File: config.mk
export PLATFORM = sky130hd
export DESIGN_NAME = mem_arbiter
export DESIGN_NICKNAME = d
export VERILOG_FILES = /design/src/rtl/mem_arbiter.sv
export SDC_FILE = /design/constraint.sdc
export NUM_CORES = 1
export LEC_CHECK = 0
export CAP_MARGIN = 20
export CORE_MARGIN = 3
export CORE_UTILIZATION = 43
export DETAILED_ROUTE_END_ITERATION = 12
export GPL_TIMING_DRIVEN = 0
export PLACE_DENSITY = 0.9
export REMOVE_ABC_BUFFERS = 1
export SYNTH_ARGS = -nofsm -noshare
export SYNTH_HDL_FRONTEND = slang
export SYNTH_SLANG_ARGS = --single-unit
File: constraint.sdc
create_clock -name clk -period 4.7 [get_ports clk]
set_clock_uncertainty 0.1 [all_clocks]
set_input_delay 0.47 -clock clk [delete_from_list [all_inputs] [get_ports clk]]
set_output_delay 0.47 -clock clk [all_outputs]
set_load 0.05 [all_outputs]
File: src/rtl/mem_arbiter.sv
// mem_arbiter: shared main-memory controller for the I-side fill path and the
// D-side fill/write-through path.  It sequences BLOCK_WORDS-word block fills
// over a pipelined memory port (MEM_LAT cycles from mem_en to mem_rvalid) and
// single-word writes.  After reset it spends MEM_LAT cycles in DRAIN so that
// returns from an aborted fill are swallowed.
//
// Optional build macro:
//   ARB_ROUND_ROBIN_EN  - ties go to the side not served most recently
//                         (undefined: the D-side always wins a tie).
//
// Ports:
//   clk, rst                   clock, synchronous active-high reset
//   i_req, i_addr              I-side fill request / byte address
//   d_req, d_wr, d_addr,
//   d_wdata                    D-side request, 1=write 0=fill, address, data
//   i_grant, d_grant           pulse on the first serviced cycle
//   i_done, d_done             pulse on the last serviced cycle
//   fill_data, fill_valid,
//   fill_word, fill_sel        returning fill word, index, target (1=D)
//   mem_en, mem_wr, mem_addr,
//   mem_wdata                  memory request port
//   mem_rdata, mem_rvalid      memory return port
//   busy                       high whenever the controller is not IDLE
module mem_arbiter #(
  parameter int MEM_LAT     = 4,
  parameter int BLOCK_WORDS = 8
) (
  input  logic                           clk,
  input  logic                           rst,
  input  logic                           i_req,
  input  logic [15:0]                    i_addr,
  input  logic                           d_req,
  input  logic                           d_wr,
  input  logic [15:0]                    d_addr,
  input  logic [15:0]                    d_wdata,
  output logic                           i_grant,
  output logic                           d_grant,
  output logic                           i_done,
  output logic                           d_done,
  output logic [15:0]                    fill_data,
  output logic                           fill_valid,
  output logic [$clog2(BLOCK_WORDS)-1:0] fill_word,
  output logic                           fill_sel,
  output logic                           mem_en,
  output logic                           mem_wr,
  output logic [15:0]                    mem_addr,
  output logic [15:0]                    mem_wdata,
  input  logic [15:0]                    mem_rdata,
  input  logic                           mem_rvalid,
  output logic                           busy
);

  localparam int WW = $clog2(BLOCK_WORDS);
  localparam int DW = (MEM_LAT > 1) ? $clog2(MEM_LAT) : 1;

  localparam logic [WW:0]   ISSUE_END  = (WW+1)'(BLOCK_WORDS);
  localparam logic [WW-1:0] RET_LAST   = WW'(BLOCK_WORDS - 1);
  localparam logic [DW-1:0] DRAIN_LAST = DW'(MEM_LAT - 1);
  localparam logic [15:0]   BLK_MASK   = 16'(2 * BLOCK_WORDS - 1);

  localparam logic [1:0] IDLE  = 2'd0;
  localparam logic [1:0] FILL  = 2'd1;
  localparam logic [1:0] WRITE = 2'd2;
  localparam logic [1:0] DRAIN = 2'd3;

  logic [1:0]    state;
  logic          sel;       // 0 = I-side owns the current transaction
  logic [15:0]   addr_q;
  logic [15:0]   wdata_q;
  logic          first_q;   // first cycle of a fill (grant cycle)
  logic [WW:0]   issue_cnt;
  logic [WW-1:0] ret_cnt;
  logic [DW-1:0] drain_cnt;
  logic          pick_d;

`ifdef ARB_ROUND_ROBIN_EN
  logic last_served;        // 0 = I-side served most recently

  always_comb begin
    pick_d = d_req && !(i_req && last_served);
  end

  always_ff @(posedge clk) begin
    if (rst) begin
      last_served <= 1'b0;
    end else if (state == IDLE && (i_req || d_req)) begin
      last_served <= pick_d;
    end
  end
`else
  always_comb begin
    pick_d = d_req;
  end
`endif

  always_ff @(posedge clk) begin
    if (rst) begin
      state     <= DRAIN;
      sel       <= 1'b0;
      addr_q    <= '0;
      wdata_q   <= '0;
      first_q   <= 1'b0;
      issue_cnt <= '0;
      ret_cnt   <= '0;
      drain_cnt <= '0;
    end else begin
      case (state)
        IDLE: begin
          if (i_req || d_req) begin
            sel       <= pick_d;
            addr_q    <= pick_d ? d_addr : i_addr;
            wdata_q   <= d_wdata;
            first_q   <= 1'b1;
            issue_cnt <= '0;
            ret_cnt   <= '0;
            state     <= (pick_d && d_wr) ? WRITE : FILL;
          end
        end
        FILL: begin
          first_q <= 1'b0;
          if (issue_cnt != ISSUE_END) begin
            issue_cnt <= issue_cnt + (WW+1)'(1);
          end
          if (mem_rvalid) begin
            ret_cnt <= ret_cnt + WW'(1);
            if (ret_cnt == RET_LAST) begin
              state <= IDLE;
            end
          end
        end
        WRITE: begin
          first_q <= 1'b0;
          state   <= IDLE;
        end
        default: begin
          // DRAIN: wait out every read that may still be in flight
          if (drain_cnt == DRAIN_LAST) begin
            state <= IDLE;
          end else begin
            drain_cnt <= drain_cnt + DW'(1);
          end
        end
      endcase
    end
  end

  logic in_fill;
  logic in_write;
  logic issuing;
  logic last_ret;
  logic grant_pulse;
  logic done_pulse;

  always_comb begin
    in_fill     = (state == FILL);
    in_write    = (state == WRITE);
    issuing     = in_fill && (issue_cnt != ISSUE_END);
    // Returns are only honoured in FILL; strays elsewhere are dropped here.
    fill_valid  = in_fill && mem_rvalid;
    last_ret    = fill_valid && (ret_cnt == RET_LAST);
    grant_pulse = (in_fill && first_q) || in_write;
    done_pulse  = last_ret || in_write;

    busy      = (state != IDLE);
    i_grant   = grant_pulse && !sel;
    d_grant   = grant_pulse && sel;
    i_done    = done_pulse && !sel;
    d_done    = done_pulse && sel;
    fill_data = fill_valid ? mem_rdata : '0;
    fill_word = fill_valid ? ret_cnt : '0;
    fill_sel  = fill_valid && sel;

    mem_en    = issuing || in_write;
    mem_wr    = in_write;
    mem_addr  = '0;
    mem_wdata = '0;
    if (issuing) begin
      mem_addr = (addr_q & ~BLK_MASK) + 16'({issue_cnt[WW-1:0], 1'b0});
    end else if (in_write) begin
      mem_addr  = addr_q;
      mem_wdata = wdata_q;
    end
  end

endmodule

After elaboration in Yosys (flattened, before gate mapping)
Cells that the tools add are included.
{"block": "classes", "n_eq_ne": 9, "muxes": 21, "reduce_logical": 28, "bitwise_logic": 2, "addsub": 4}
{"op": "16-bit 2-to-1 mux", "n": 6}
{"op": "16-bit by 4-bit adder with 16-bit output", "n": 1}
{"op": "1-bit logical AND", "n": 10}
{"op": "2-bit 2-to-1 mux", "n": 5}
{"op": "3-bit 2-to-1 mux", "n": 3}
{"op": "4-bit 2-to-1 mux", "n": 2}
{"op": "4-bit case mux with 2 select lines", "n": 1}
{"op": "2-bit case mux with 3 select lines", "n": 1}
{"op": "3-bit case mux with 2 select lines", "n": 1}
{"op": "2-bit AND reduction", "n": 3}
{"op": "3-bit AND reduction", "n": 2}
{"op": "2-bit nonzero test", "n": 3}
{"op": "4-bit by 1-bit adder with 4-bit output, second input constant", "n": 1}
{"op": "2-bit equality test, second input constant", "n": 2}
{"op": "1-bit logical OR", "n": 4}
{"op": "2-bit by 1-bit != test with 1-bit output, second input constant", "n": 2}
{"op": "2-bit != test, second input constant", "n": 2}
{"op": "4-bit != test, second input constant", "n": 1}
{"op": "4-bit AND reduction", "n": 1}
{"op": "4-bit nonzero test", "n": 1}
{"op": "3-bit by 1-bit adder with 3-bit output, second input constant", "n": 1}
{"op": "3-bit equality test, second input constant", "n": 1}
{"op": "3-bit OR reduction", "n": 1}
{"op": "2-bit by 1-bit adder with 2-bit output, second input constant", "n": 1}
{"op": "7 further kinds", "n": 8}
{"block": "totals", "input_bits": 70, "out_inout_bits": 60, "ff_bits": 45}

Longest topological paths before layout
Gate-level depths: netlist of run 1.
{"block": "depth", "ltp_word": 5, "mapped_depth": 7, "depth_no_buf": 5}

Least setup slack after synthesis of run 1
OpenSTA, ideal clock, no wires.
{"block": "synth_path", "path_type": "reg-to-output", "start": "register state[0]", "end": "output mem_addr[11]", "slack_ns": 2.066, "path_stages_with_launch": 6, "path_buffers": 1, "required_ns": 4.130, "arrival_time_ns": 2.064, "cell_sequence": "dfxtp_1 inv_1 ha_1 a21oi_1 buf_2 nor2b_1"}
{"block": "synth_via", "elab_chain_cells": 3, "elab_cells_between_ends": 5, "cone_classes": "eq/ne (2); mux (2); reduce/logical (1)"}
{"element": "from (decl)", "line_no": "66", "rtl": "logic [1:0] state;"}
{"element": "from (signal assigned)", "line_no": "116", "rtl": "state <= (pick_d && d_wr) ? WRITE : FILL;"}
{"element": "2-bit equality test", "line_no": "156", "rtl": "in_write = (state == WRITE);"}
{"element": "via mem_wr", "line_no": "45", "rtl": "output logic mem_wr,"}
{"element": "16-bit 2-to-1 mux", "line_no": "179", "rtl": "end else if (in_write) begin"}
{"element": "16-bit 2-to-1 mux", "line_no": "177", "rtl": "if (issuing) begin"}
{"element": "to (decl)", "line_no": "46", "rtl": "output logic [15:0] mem_addr,"}
The timed path passes the listed nets, and every way through them passes these cells.

Worst setup path after layout of run 1
{"block": "layout_path", "start": "register state[1]", "end": "output mem_wdata[4]"}
{"block": "layout_via", "elab_chain_cells": 3, "elab_cells_between_ends": 5, "cone_classes": "eq/ne (2); mux (2); reduce/logical (1)"}
{"element": "2-bit equality test / 2-bit by 1-bit equality test with 1-bit output (equally long branches)", "line_no": "156, 155"}
{"element": "16-bit 2-to-1 mux / 1-bit logical AND (equally long branches)", "line_no": "179, 157"}
{"element": "16-bit 2-to-1 mux *", "line_no": "177"}
{"element": "to (decl)", "line_no": "47", "rtl": "output logic [15:0] mem_wdata,"}
Every way passes the cells marked *; elsewhere a longest branch is shown, timed or not.

==> metrics.log, run 1 <==
INFO  metric status = completed
INFO  metric synthesis.instances = 310
INFO  metric vdd_ir_drop_max = 0.3372 mV
INFO  metric remaining_number_of_nets_flagged_by_the_antenna_check_after_routing = 0
INFO  metric route.final.wire_length = 7.323 mm
INFO  metric floorplan.initialDensity = 0.4549
INFO  metric multi_input_area = around 0.0015 sq mm
INFO  metric worst_slew_pin_slew = 879.1 ps
INFO  metric length_of_routed_wiring_on_met1 = 2.956 mm
INFO  metric via_count_of_the_first_global_routing_pass = 2,564
INFO  metric synth_top_cells_by_count = dfxtp_1 (45), nand2_1 (40), a21oi_1 (26)
INFO  metric setup_repair_after_global_routing_missed_its_margin = false
INFO  metric critical_path.cell_chain = inv_1 > ha_1 > a21boi_2 > and2_1 > clkdlybuf4s50_1
INFO  metric place.port_buffers = 129
INFO  metric synth_area_per_cell = 8.230 sq um
INFO  metric yosys_register_bits = 45
INFO  metric cts_buf_count = 5
INFO  metric final_min_period_over_clock_period = 0.7195
INFO  metric yosysTopAreaCell = dfxtp_1
INFO  metric viasPerCell = 5.194
INFO  metric finalWorstSetupSlack = between 1000 and 1500 ps
INFO  metric critPathRequiredTime = 4130 ps
INFO  metric slowest_delay = a little over 800 ps
INFO  metric syn_area = 0.002551 sq mm
INFO  metric maxSlewViolCount = 0
INFO  metric route.detailed.wl_per_inst = between 10 and 15 um
INFO  metric finalHoldViolations = 0
INFO  metric cts-hold-fix-buffers = 0
INFO  metric dr_wl_met2 = 3.917 mm
INFO  metric grt.overflow.total = 0
INFO  metric met3_length = 349 um
INFO  metric finalWeightedCongestion = 0.8118
INFO  metric clock_tree_from_tritoncts = done
INFO  metric die-area = 0.006893 sq mm
INFO  metric grt_first_pass_wirelength = between 10 and 15 mm
INFO  metric drive_above_1_share = 0.05621
INFO  metric maximum_number_of_pins_on_one_net_before_global_route_repair = approximately 50
INFO  metric crit_slowest_cell = clkdlybuf4s50_1
INFO  metric worstHoldPathType = flip-flop to flip-flop
INFO  metric synth-edff-count = 0
INFO  metric biggest_fanout_along_the_worst_timing_path = 17
INFO  metric setup_buffers_after_cts = 0
INFO  metric seq_area = 900.9 sq um
INFO  metric antenna_found_initial = 0
INFO  metric timing.setup.tns = 0 ps
INFO  metric slew_headroom = 0.4139
INFO  metric area.growth.synth_to_final = 56.50%
INFO  metric min_period = 3382 ps
INFO  metric fillers = roughly 440
INFO  metric clock_sinks = between 40 and 50
INFO  metric nets = 507
INFO  metric cp-start-kind = flip-flop
INFO  metric h-tree-depth = 2
INFO  metric clkTransAtPathRegs = approximately 90 ps
INFO  metric num_antenna_cells = 0
INFO  metric post_synth_num_cell_types = 43
INFO  metric grt_overall_usage = 0.2109
INFO  metric clk-insertion-delay-late = around 300 ps
INFO  metric synth.top_cell.area_share = 0.3531
INFO  metric final_number_of_setup_violating_endpoints = 0
INFO  metric synth.top_cells.by_area = dfxtp_1 (35%), mux2i_1 (7.8%), nand2_1 (5.9%), ha_1 (5.4%), a21oi_1 (5.1%)
INFO  metric io_pins = 130
INFO  metric criticalPathCategory = flip-flop to output port
INFO  metric synth_most_common_cell = dfxtp_1
INFO  metric worstSetupEndpointType = output port
INFO  metric postCtsResizedCells = 0
INFO  metric yosys_warnings = 0
INFO  metric max_clock_freq = 295.7 MHz
INFO  metric synth_seq_area_share = 0.3531
INFO  metric row_count = 27
INFO  metric detail_route.iter0.violations = 103
INFO  metric num_vias = 2,592
INFO  metric timing.critical_path.arrival = 2810 ps
INFO  metric preCtsSetupSlack = 1422 ps
INFO  metric max_cap_violations = 0
INFO  metric die_width = 83.03 um
INFO  metric async_reset_ff_frac = 0
INFO  metric place_hpwl = 5.297 mm
INFO  metric clk_path_buf_depth = 2
INFO  metric top_layer_used = met4
INFO  metric drtPass1Iterations = 4
INFO  metric leakage = 1.545 nW
INFO  metric drt_drc_violations_left = 0
INFO  metric synth_flop_cell = dfxtp_1
INFO  metric core_area = 0.005608 sq mm
INFO  metric floorplan.die.height = 83.03 um
INFO  metric power_per_cell_area = 376.7 mW/mm^2
INFO  metric cts_root_buffer = clkbuf_8
[cell type report]
class,count,share of cell area
clock inverter,3,0.01724
timing repair buffer,132,0.3338
tap,72,0.02256
clock buffer,5,0.01724
inverter,7,0.006581
sequential,45,0.2256
multi-input combinational,235,0.3770
[placed cells by master, fill, tap and decap left out, types with 2 or more instances in the layout]
cell type        instances
a211oi_1                16
a21oi_1                 26
and2_1                  18
and3_1                  20
bufinv_16                2
clkbuf_8                 5
clkdlybuf4s50_1        128
dfxtp_1                 45
ha_1                    11
inv_1                    7
mux2i_1                 20
nand2_1                 40
nand3_1                  2
nand4_1                  5
nand4b_1                 2
nor2_1                  22
nor2b_1                 19
o211ai_1                 2
o21ai_0                  4
o31ai_1                  2
o41ai_1                  3
or2_2                    2
or3b_2                   2
or4_1                    2
[kinds of logic (layout without fill, tap and decap cells)]
family / after synthesis / count (layout) / share of synthesized area
buf+inv: 30 / 147 / 0.05738
compound gates: 60 / 60 / 0.1506
fa+ha+maj: 11 / 11 / 0.05395
mux: 21 / 21 / 0.08288
simple gates: 142 / 142 / 0.2987
flops: 45 / 45 / 0.3531
xor+xnor: 1 / 1 / 0.003434
[worst paths after layout]
path	startpoint	end	slack (ps)	depth (start not counted)
setup / recovery	state[1]	mem_wdata[4]	1320	5
hold / removal	wdata_q[8]	wdata_q[8]	360	2
setup reg to reg	state[0]	addr_q[6]	2540	5
hold reg to reg	wdata_q[8]	wdata_q[8]	360	2
[metrics by stage]
| stage | hold WS (ps) | power [mW] | utilization | cells | cell area (sq um) |
|---|---|---|---|---|---|
| floorplan | 325.7 | 0.9062 | - | 287 | 2431 |
| global placement | 336.8 | 1.121 | 0.6798 | 488 | 3812 |
| detailed placement | 343.0 | 1.145 | 0.6812 | 489 | 3820 |
| CTS | 355.5 | 1.497 | 0.7057 | 497 | 3958 |
| global route | 378.7 | 1.596 | 0.7120 | 499 | 3993 |
| finish | 355.5 | 1.504 | 0.7120 | 499 | 3993 |
[critical path: cells and delay by family, from the launching register on]
family / cells / cell delay (ps)
AOI/OAI and AO/OA: 1 / 550
adders and majority gates: 1 / 380
buffers and inverters: 2 / 940
DFF: 1 / 400
and+or+nand+nor: 1 / 240
[metal layers]
| metal | up-vias | global-route usage |
|---|---|---|
| li1 | 1312 | - |
| met1 | 1189 | 0.2443 |
| met2 | 78 | 0.3812 |
| met3 | 13 | 0.04861 |
| met4 | 0 | 0.06686 |
| met5 | - | 0 |
[power breakdown]
part           internal (mW)  leakage, nW  switching, mW
logic                  0.265         1.11          0.418
clock network          0.214       0.0687          0.137
registers              0.435        0.365         0.0344
total                  0.914         1.55          0.590
[sequential cells by signal, summed over array words and instances, names as in the netlist]
signal	cells
ret_cnt	3
wdata_q	16
addr_q	16
state	2
drain_cnt	2
issue_cnt	4
sel	1
first_q	1
Note: power is estimated with default switching activity, not from simulation.
==> run 2: changes to the inputs <==
- CORE_UTILIZATION: 43 -> 40
- PLACE_DENSITY: 0.9 -> 0.84
- clock period: 4.7 -> 3.3 ns (I/O delays scaled with it)
==> metrics.log, run 2 (synthesis results as in run 1) <==
INFO  metric status = completed
INFO  metric met3_length = 382 um (+9.5%)
INFO  metric final_min_period_over_clock_period = 0.9306
INFO  metric cts-hold-fix-buffers = 0 (unchanged)
INFO  metric floorplan.die.height = 85.86 um (+3.4%)
INFO  metric maximum_number_of_pins_on_one_net_before_global_route_repair = 49 (unchanged)
INFO  metric core_area = 0.006061 sq mm (+8.1%)
INFO  metric logic_depth_of_the_worst_register_to_register_path = 5 (unchanged)
INFO  metric worst_slew_pin_slew = 858.8 ps (-20.37 ps)
INFO  metric reg_top3 = addr_q: 16 flops, wdata_q: 16 flops, issue_cnt: 4 flops
INFO  metric whs_path_depth = 2 (unchanged)
INFO  metric floorplan.initialDensity = 0.4209 (-0.03400)
INFO  metric min_period = 3071 ps
INFO  metric place_hpwl = 5.297 mm (about the same)
INFO  metric slew_headroom = 0.4275 (+0.01358)
INFO  metric finalWorstSetupSlack = 229.0 ps (-1089 ps)
INFO  metric cp-start-kind = flip-flop
INFO  metric dr_wl_met2 = 3.656 mm (-6.7%)
INFO  metric remaining_number_of_nets_flagged_by_the_antenna_check_after_routing = 0 (unchanged)
INFO  metric num_vias = 2,555 (-1.4%)
INFO  metric grt_first_pass_wirelength = 11.35 mm (-7.5%)
INFO  metric worstHoldPathType = flip-flop to flip-flop
INFO  metric finalWeightedCongestion = 0.8046 (-0.89%)
INFO  metric maxSlewViolCount = 0 (unchanged)
INFO  metric clock_sinks = 45 (unchanged)
INFO  metric drive_above_1_share = 0.05869 (+0.002479)
INFO  metric antenna_found_initial = 0 (unchanged)
INFO  metric commonest_non_fill_non_tap_cell_in_the_layout = clkdlybuf4s50_1
INFO  metric whs_endpoint = wdata_q[12]
INFO  metric criticalPathCategory = flip-flop to output port
INFO  metric drtPass1Iterations = 4 (unchanged)
INFO  metric grt_overall_usage = 0.1863 (-0.02455)
INFO  metric nets = 506 (-0.20%)
INFO  metric io_pins = 130 (unchanged)
INFO  metric power.internal = 1.149 mW (+26%)
INFO  metric layout_common_cells = clkdlybuf4s50_1 (128), dfxtp_1 (45), nand2_1 (40)
INFO  metric worstSetupEndpointType = output port
INFO  metric setup_buffers_after_cts = 0 (unchanged)
INFO  metric row_count = 28 (+3.7%)
INFO  metric route.detailed.wl_per_inst = 13.90 um (-5.3%)
INFO  metric cts_buf_count = 5 (unchanged)
INFO  metric viasPerCell = 5.100 (-1.8%)
INFO  metric top_layer_used = met4
INFO  metric switchingPower = 830.9 uW (+41%)
INFO  metric seqPwrFrac = 0.337 (+0.025)
INFO  metric detail_route.iter0.violations = 89 (-14%)
INFO  metric p_sw_frac = 0.4196 (+0.02753)
INFO  metric finalHoldViolations = 0 (unchanged)
INFO  metric critical_path.reg2reg.startpoint = state[1]
INFO  metric via_count_of_the_first_global_routing_pass = 2,459 (-4.1%)
INFO  metric timing.setup.tns = 0 ps (unchanged)
INFO  metric clk-insertion-delay-late = 300 ps (about the same)
INFO  metric vdd_ir_drop_max = 0.2184 mV (-35%)
INFO  metric preCtsSetupSlack = 235.8 ps (-1186 ps)
INFO  metric biggest_fanout_along_the_worst_timing_path = 17 (unchanged)
INFO  metric clk_path_buf_depth = 2 (unchanged)
INFO  metric critPathRequiredTime = 2870 ps (-1260 ps)
INFO  metric final_number_of_setup_violating_endpoints = 0 (unchanged)
INFO  metric power_per_cell_area = 500.2 mW/mm^2 (+33%)
INFO  metric origin_of_the_worst_min_delay_path = wdata_q[12]
INFO  metric timing.critical_path.arrival = 2640 ps (-170 ps)
INFO  metric grt.overflow.total = 0 (unchanged)
INFO  metric place.port_buffers = 129 (unchanged)
INFO  metric h-tree-depth = 2 (unchanged)
INFO  metric leakage = 1.518 nW (-1.8%)
INFO  metric length_of_routed_wiring_on_met1 = 2.883 mm (-2.5%)
INFO  metric fillers = 544 (+23%)
INFO  metric max_clock_freq = 325.6 MHz
INFO  metric reg2reg_to = state[1]
INFO  metric die-area = 0.007372 sq mm (+6.9%)
INFO  metric combinational_fraction_of_design_power = 0.484 (+0.030)
INFO  metric clock_tree_from_tritoncts = done
INFO  metric num_antenna_cells = 0 (unchanged)
INFO  metric final_core_utilization = 0.6532 (-0.05878)
INFO  metric clock_power_share = 0.178 (-0.056)
INFO  metric route.final.wire_length = 6.963 mm (-4.9%)
INFO  metric clkTransAtPathRegs = 90 ps (about the same)
INFO  metric area.growth.synth_to_final = 55.17%
INFO  metric cts_root_buffer = clkbuf_8
INFO  metric setup_repair_after_global_routing_missed_its_margin = false
INFO  metric drt_drc_violations_left = 0 (unchanged)
INFO  metric max_cap_violations = 0 (unchanged)
INFO  metric reg2reg_slack = 1190 ps (-1350 ps)
INFO  metric die_width = 85.86 um (+3.4%)
run 2: routing by layer:
metal,up-vias,track usage
li1,1307,-
met1,1179,0.2217
met2,64,0.3469
met3,5,0.03842
met4,0,0.03022
met5,-,0
run 2: what timing repair did:
action                     4_1_cts  5_1_grt
pin swaps                        0        0
gates resized for setup          1        2
setup endpoints to repair       13       19
run 2: cell type report:
class                   count  area [sq um]  area share
multi-input cells         235          1519      0.3837
repair buffers            131          1325      0.3347
flip-flops and latches     45         900.9      0.2276
well taps                  75         93.84     0.02370
clock buffers               5         68.82     0.01738
inverters                   7         26.28    0.006637
clock inverters             3         25.02    0.006321
run 2: worst max-delay path by stage:
stage / start / to / slack, ps / depth (start not counted)
detailed placement: state[1] / mem_addr[14] / 240 / 5
CTS: state[1] / mem_wdata[12] / 40 / 5
floorplan: state[1] / d_done / 580 / 5
global route: state[1] / mem_addr[10] / 0.5 / 5
finish: state[1] / mem_wdata[12] / 230 / 5
global placement: d_req / addr_q[8] / -240 / 4
run 2: per-stage QoR:
| step | cell area [sq um] | hold slack (ps) | power (mW) | cells |
|---|---|---|---|---|
| floorplan | 2431 | 299.1 | 1.291 | 287 |
| global placement | 3816 | 337.3 | 1.603 | 491 |
| detailed placement | 3851 | 342.7 | 1.633 | 493 |
| CTS | 3949 | 356.1 | 1.994 | 501 |
| global route | 3959 | 369.8 | 2.110 | 501 |
| finish | 3959 | 355.5 | 1.980 | 501 |
run 2: critical path: stages, from the launching register on:
cell,delay (ps)
dfxtp_1,410
inv_1,110
ha_1,390
a21boi_4,410
and2_1,210
clkdlybuf4s50_1,800
run 2: power groups by stage:
stage | Clock, mW | Combinational, mW | Sequential [mW]
floorplan | 0 | 0.625 | 0.665
global placement | 0 | 0.928 | 0.675
detailed placement | 0 | 0.953 | 0.680
CTS | 0.367 | 0.959 | 0.667
global route | 0.389 | 1.04 | 0.677
finish | 0.353 | 0.959 | 0.668
==> run 3: changes to the inputs <==
- CORE_MARGIN: 3 -> 2
==> metrics.log, run 3 (synthesis results as in run 1) <==
INFO  metric status = completed
INFO  metric detail_route.iter0.violations = 95 (+6.7%)
INFO  metric switchingPower = 815.5 uW (-1.9%)
INFO  metric clkTransAtPathRegs = 90 ps (about the same)
INFO  metric final_number_of_setup_violating_endpoints = 0 (unchanged)
INFO  metric seqPwrFrac = 0.323 (-0.014)
INFO  metric clock_sinks = 45 (unchanged)
INFO  metric num_antenna_cells = 0 (unchanged)
INFO  metric criticalPathCategory = flip-flop to output port
INFO  metric cts_buf_count = 5 (unchanged)
INFO  metric min_period = 3135 ps (+64.26 ps)
INFO  metric drtPass1Iterations = 6 (+2)
INFO  metric floorplan.initialDensity = 0.4088 (-0.01215)
INFO  metric max_clock_freq = 319.0 MHz (-2.0%)
INFO  metric combinational_fraction_of_design_power = 0.466 (-0.018)
INFO  metric maximum_number_of_pins_on_one_net_before_global_route_repair = 49 (unchanged)
INFO  metric p_sw_frac = 0.3965 (-0.02315)
INFO  metric row_count = 29 (+3.6%)
INFO  metric io_pins = 130 (unchanged)
INFO  metric post_layout_nonfiller_instances = 503 (+0.40%)
INFO  metric dp.cells = 494 (+0.20%)
INFO  metric biggest_fanout_along_the_worst_timing_path = 29 (+12)
INFO  metric route.detailed.wl_per_inst = 13.17 um (-5.3%)
INFO  metric drt_drc_violations_left = 0 (unchanged)
INFO  metric die-area = 0.007033 sq mm (-4.6%)
INFO  metric preCtsSetupSlack = 237.6 ps (+1.879 ps)
INFO  metric reg2reg_to = state[1]
INFO  metric worstHoldPathType = flip-flop to flip-flop
INFO  metric max_cap_violations = 0 (unchanged)
INFO  metric antenna_found_initial = 0 (unchanged)
INFO  metric power.internal = 1.241 mW (+8.0%)
INFO  metric finalWeightedCongestion = 0.8353 (+3.8%)
INFO  metric critical_path.reg2reg.startpoint = state[1]
INFO  metric area.growth.synth_to_final = 55.91%
INFO  metric viasPerCell = 5.141 (+0.81%)
INFO  metric clk-insertion-delay-late = 300 ps (about the same)
INFO  metric commonest_non_fill_non_tap_cell_in_the_layout = clkdlybuf4s50_1
INFO  metric clk_path_buf_depth = 2 (unchanged)
INFO  metric route.final.wire_length = 6.623 mm (-4.9%)
INFO  metric core_area = 0.006241 sq mm (+3.0%)
INFO  metric clock_tree_from_tritoncts = done
INFO  metric via_count_of_the_first_global_routing_pass = 2,533 (+3.0%)
INFO  metric nets = 506 (unchanged)
INFO  metric cts-hold-fix-buffers = 0 (unchanged)
INFO  metric grt_overall_usage = 0.1837 (-0.002627)
INFO  metric vdd_ir_drop_max = 0.3377 mV (+55%)
INFO  metric worst_slew_pin_slew = 878.2 ps (+19.44 ps)
INFO  metric grt_first_pass_wirelength = 10.83 mm (-4.6%)
INFO  metric critPathRequiredTime = 2870 ps (about the same)
INFO  metric reg2reg_slack = 1130 ps (-60 ps)
INFO  metric finalWorstSetupSlack = 164.8 ps (-64.26 ps)
INFO  metric worstSetupEndpoint = d_done
INFO  metric place_hpwl = 4.761 mm (-10%)
INFO  metric worstSetupEndpointType = output port
INFO  metric num_vias = 2,586 (+1.2%)
INFO  metric finalPower = 2.057 mW (+3.9%)
INFO  metric maxSlewViolCount = 0 (unchanged)
INFO  metric final_min_period_over_clock_period = 0.9501 (+0.01947)
INFO  metric timing.critical_path.arrival = 2710 ps (+70 ps)
INFO  metric drive_above_1_share = 0.05399 (-0.004695)
INFO  metric finalHoldViolations = 0 (unchanged)
INFO  metric cp-start-kind = flip-flop
INFO  metric fillers = 557 (+2.4%)
INFO  metric floorplan.die.height = 83.86 um (-2.3%)
INFO  metric grt.overflow.total = 0 (unchanged)
INFO  metric cts_root_buffer = clkbuf_8
INFO  metric remaining_number_of_nets_flagged_by_the_antenna_check_after_routing = 0 (unchanged)
INFO  metric setup_repair_after_global_routing_missed_its_margin = false
INFO  metric leakage = 1.531 nW (+0.89%)
INFO  metric h-tree-depth = 2 (unchanged)
INFO  metric logic_depth_of_the_worst_register_to_register_path = 5 (unchanged)
INFO  metric critical_path.startpoint = state[1]
INFO  metric reg_top3 = addr_q: 16 flops, wdata_q: 16 flops, issue_cnt: 4 flops
INFO  metric clock_power_share = 0.211 (+0.033)
INFO  metric die_width = 83.86 um (-2.3%)
INFO  metric power_per_cell_area = 517.1 mW/mm^2 (+3.4%)
INFO  metric slew_headroom = 0.4145 (-0.01296)
INFO  metric timing.setup.tns = 0 ps (unchanged)
INFO  metric place.port_buffers = 129 (unchanged)
INFO  metric layout_common_cells = clkdlybuf4s50_1 (128), dfxtp_1 (45), nand2_1 (40)
-- run 3: area by class of cell --
type / count / area [sq um] / area share
multi-input cells: 235 / 1516 / 0.3813
well taps: 77 / 96.34 / 0.02422
clock buffers: 7 / 86.33 / 0.02170
repair buffers: 131 / 1321 / 0.3322
flip-flops and latches: 45 / 900.9 / 0.2265
inverters: 7 / 26.28 / 0.006606
clock inverters: 1 / 30.03 / 0.007550
-- run 3: worst min-delay path by stage --
stage / start / to / slack [ps] / cells after the start
floorplan: rst / first_q / 300 / 1
global placement: wdata_q[13] / wdata_q[13] / 340 / 2
detailed placement: wdata_q[9] / wdata_q[9] / 340 / 2
CTS: wdata_q[9] / wdata_q[9] / 360 / 2
global route: wdata_q[6] / wdata_q[6] / 380 / 2
finish: wdata_q[11] / wdata_q[11] / 350 / 2
-- run 3: power groups by stage --
stage	sequential, mW	combinational [mW]	clock (mW)
after floorplan	0.665	0.625	0
after global placement	0.673	0.925	0
after detailed placement	0.676	0.946	0
after CTS	0.664	0.950	0.445
after global routing	0.674	1.03	0.470
final	0.664	0.959	0.434
-- run 3: what timing repair did --
action                                  CTS  global route
buffers inserted                          0             0
endpoints found under the setup margin    0            30
resized for setup                         0             2
-- run 3: layer usage --
metal	GRT usage	wire length, um	vias up
met1	0.2069	2828	1167
met4	0.04692	46	0
met2	0.3338	3264	110
li1	-	-	1303
met5	0	0	-
met3	0.05836	483	6
-- run 3: through the flow --
stage                     instance area, sq um  hold WS, ps    util
final                                     3978        354.1  0.6373
after global routing                      3978        381.7  0.6373
after CTS                                 3939        357.3  0.6311
after detailed placement                  3822        344.7  0.6125
after global placement                    3819        338.2  0.6119
after floorplan                           2431        299.1       -
-- run 3: worst max-delay path, stage by stage (launching register included) --
cell and delay (ps):
dfxtp_1 340, inv_1 120, ha_1 680, and2_1 250, a21oi_1 90, nor2b_1 120, clkdlybuf4s50_1 800
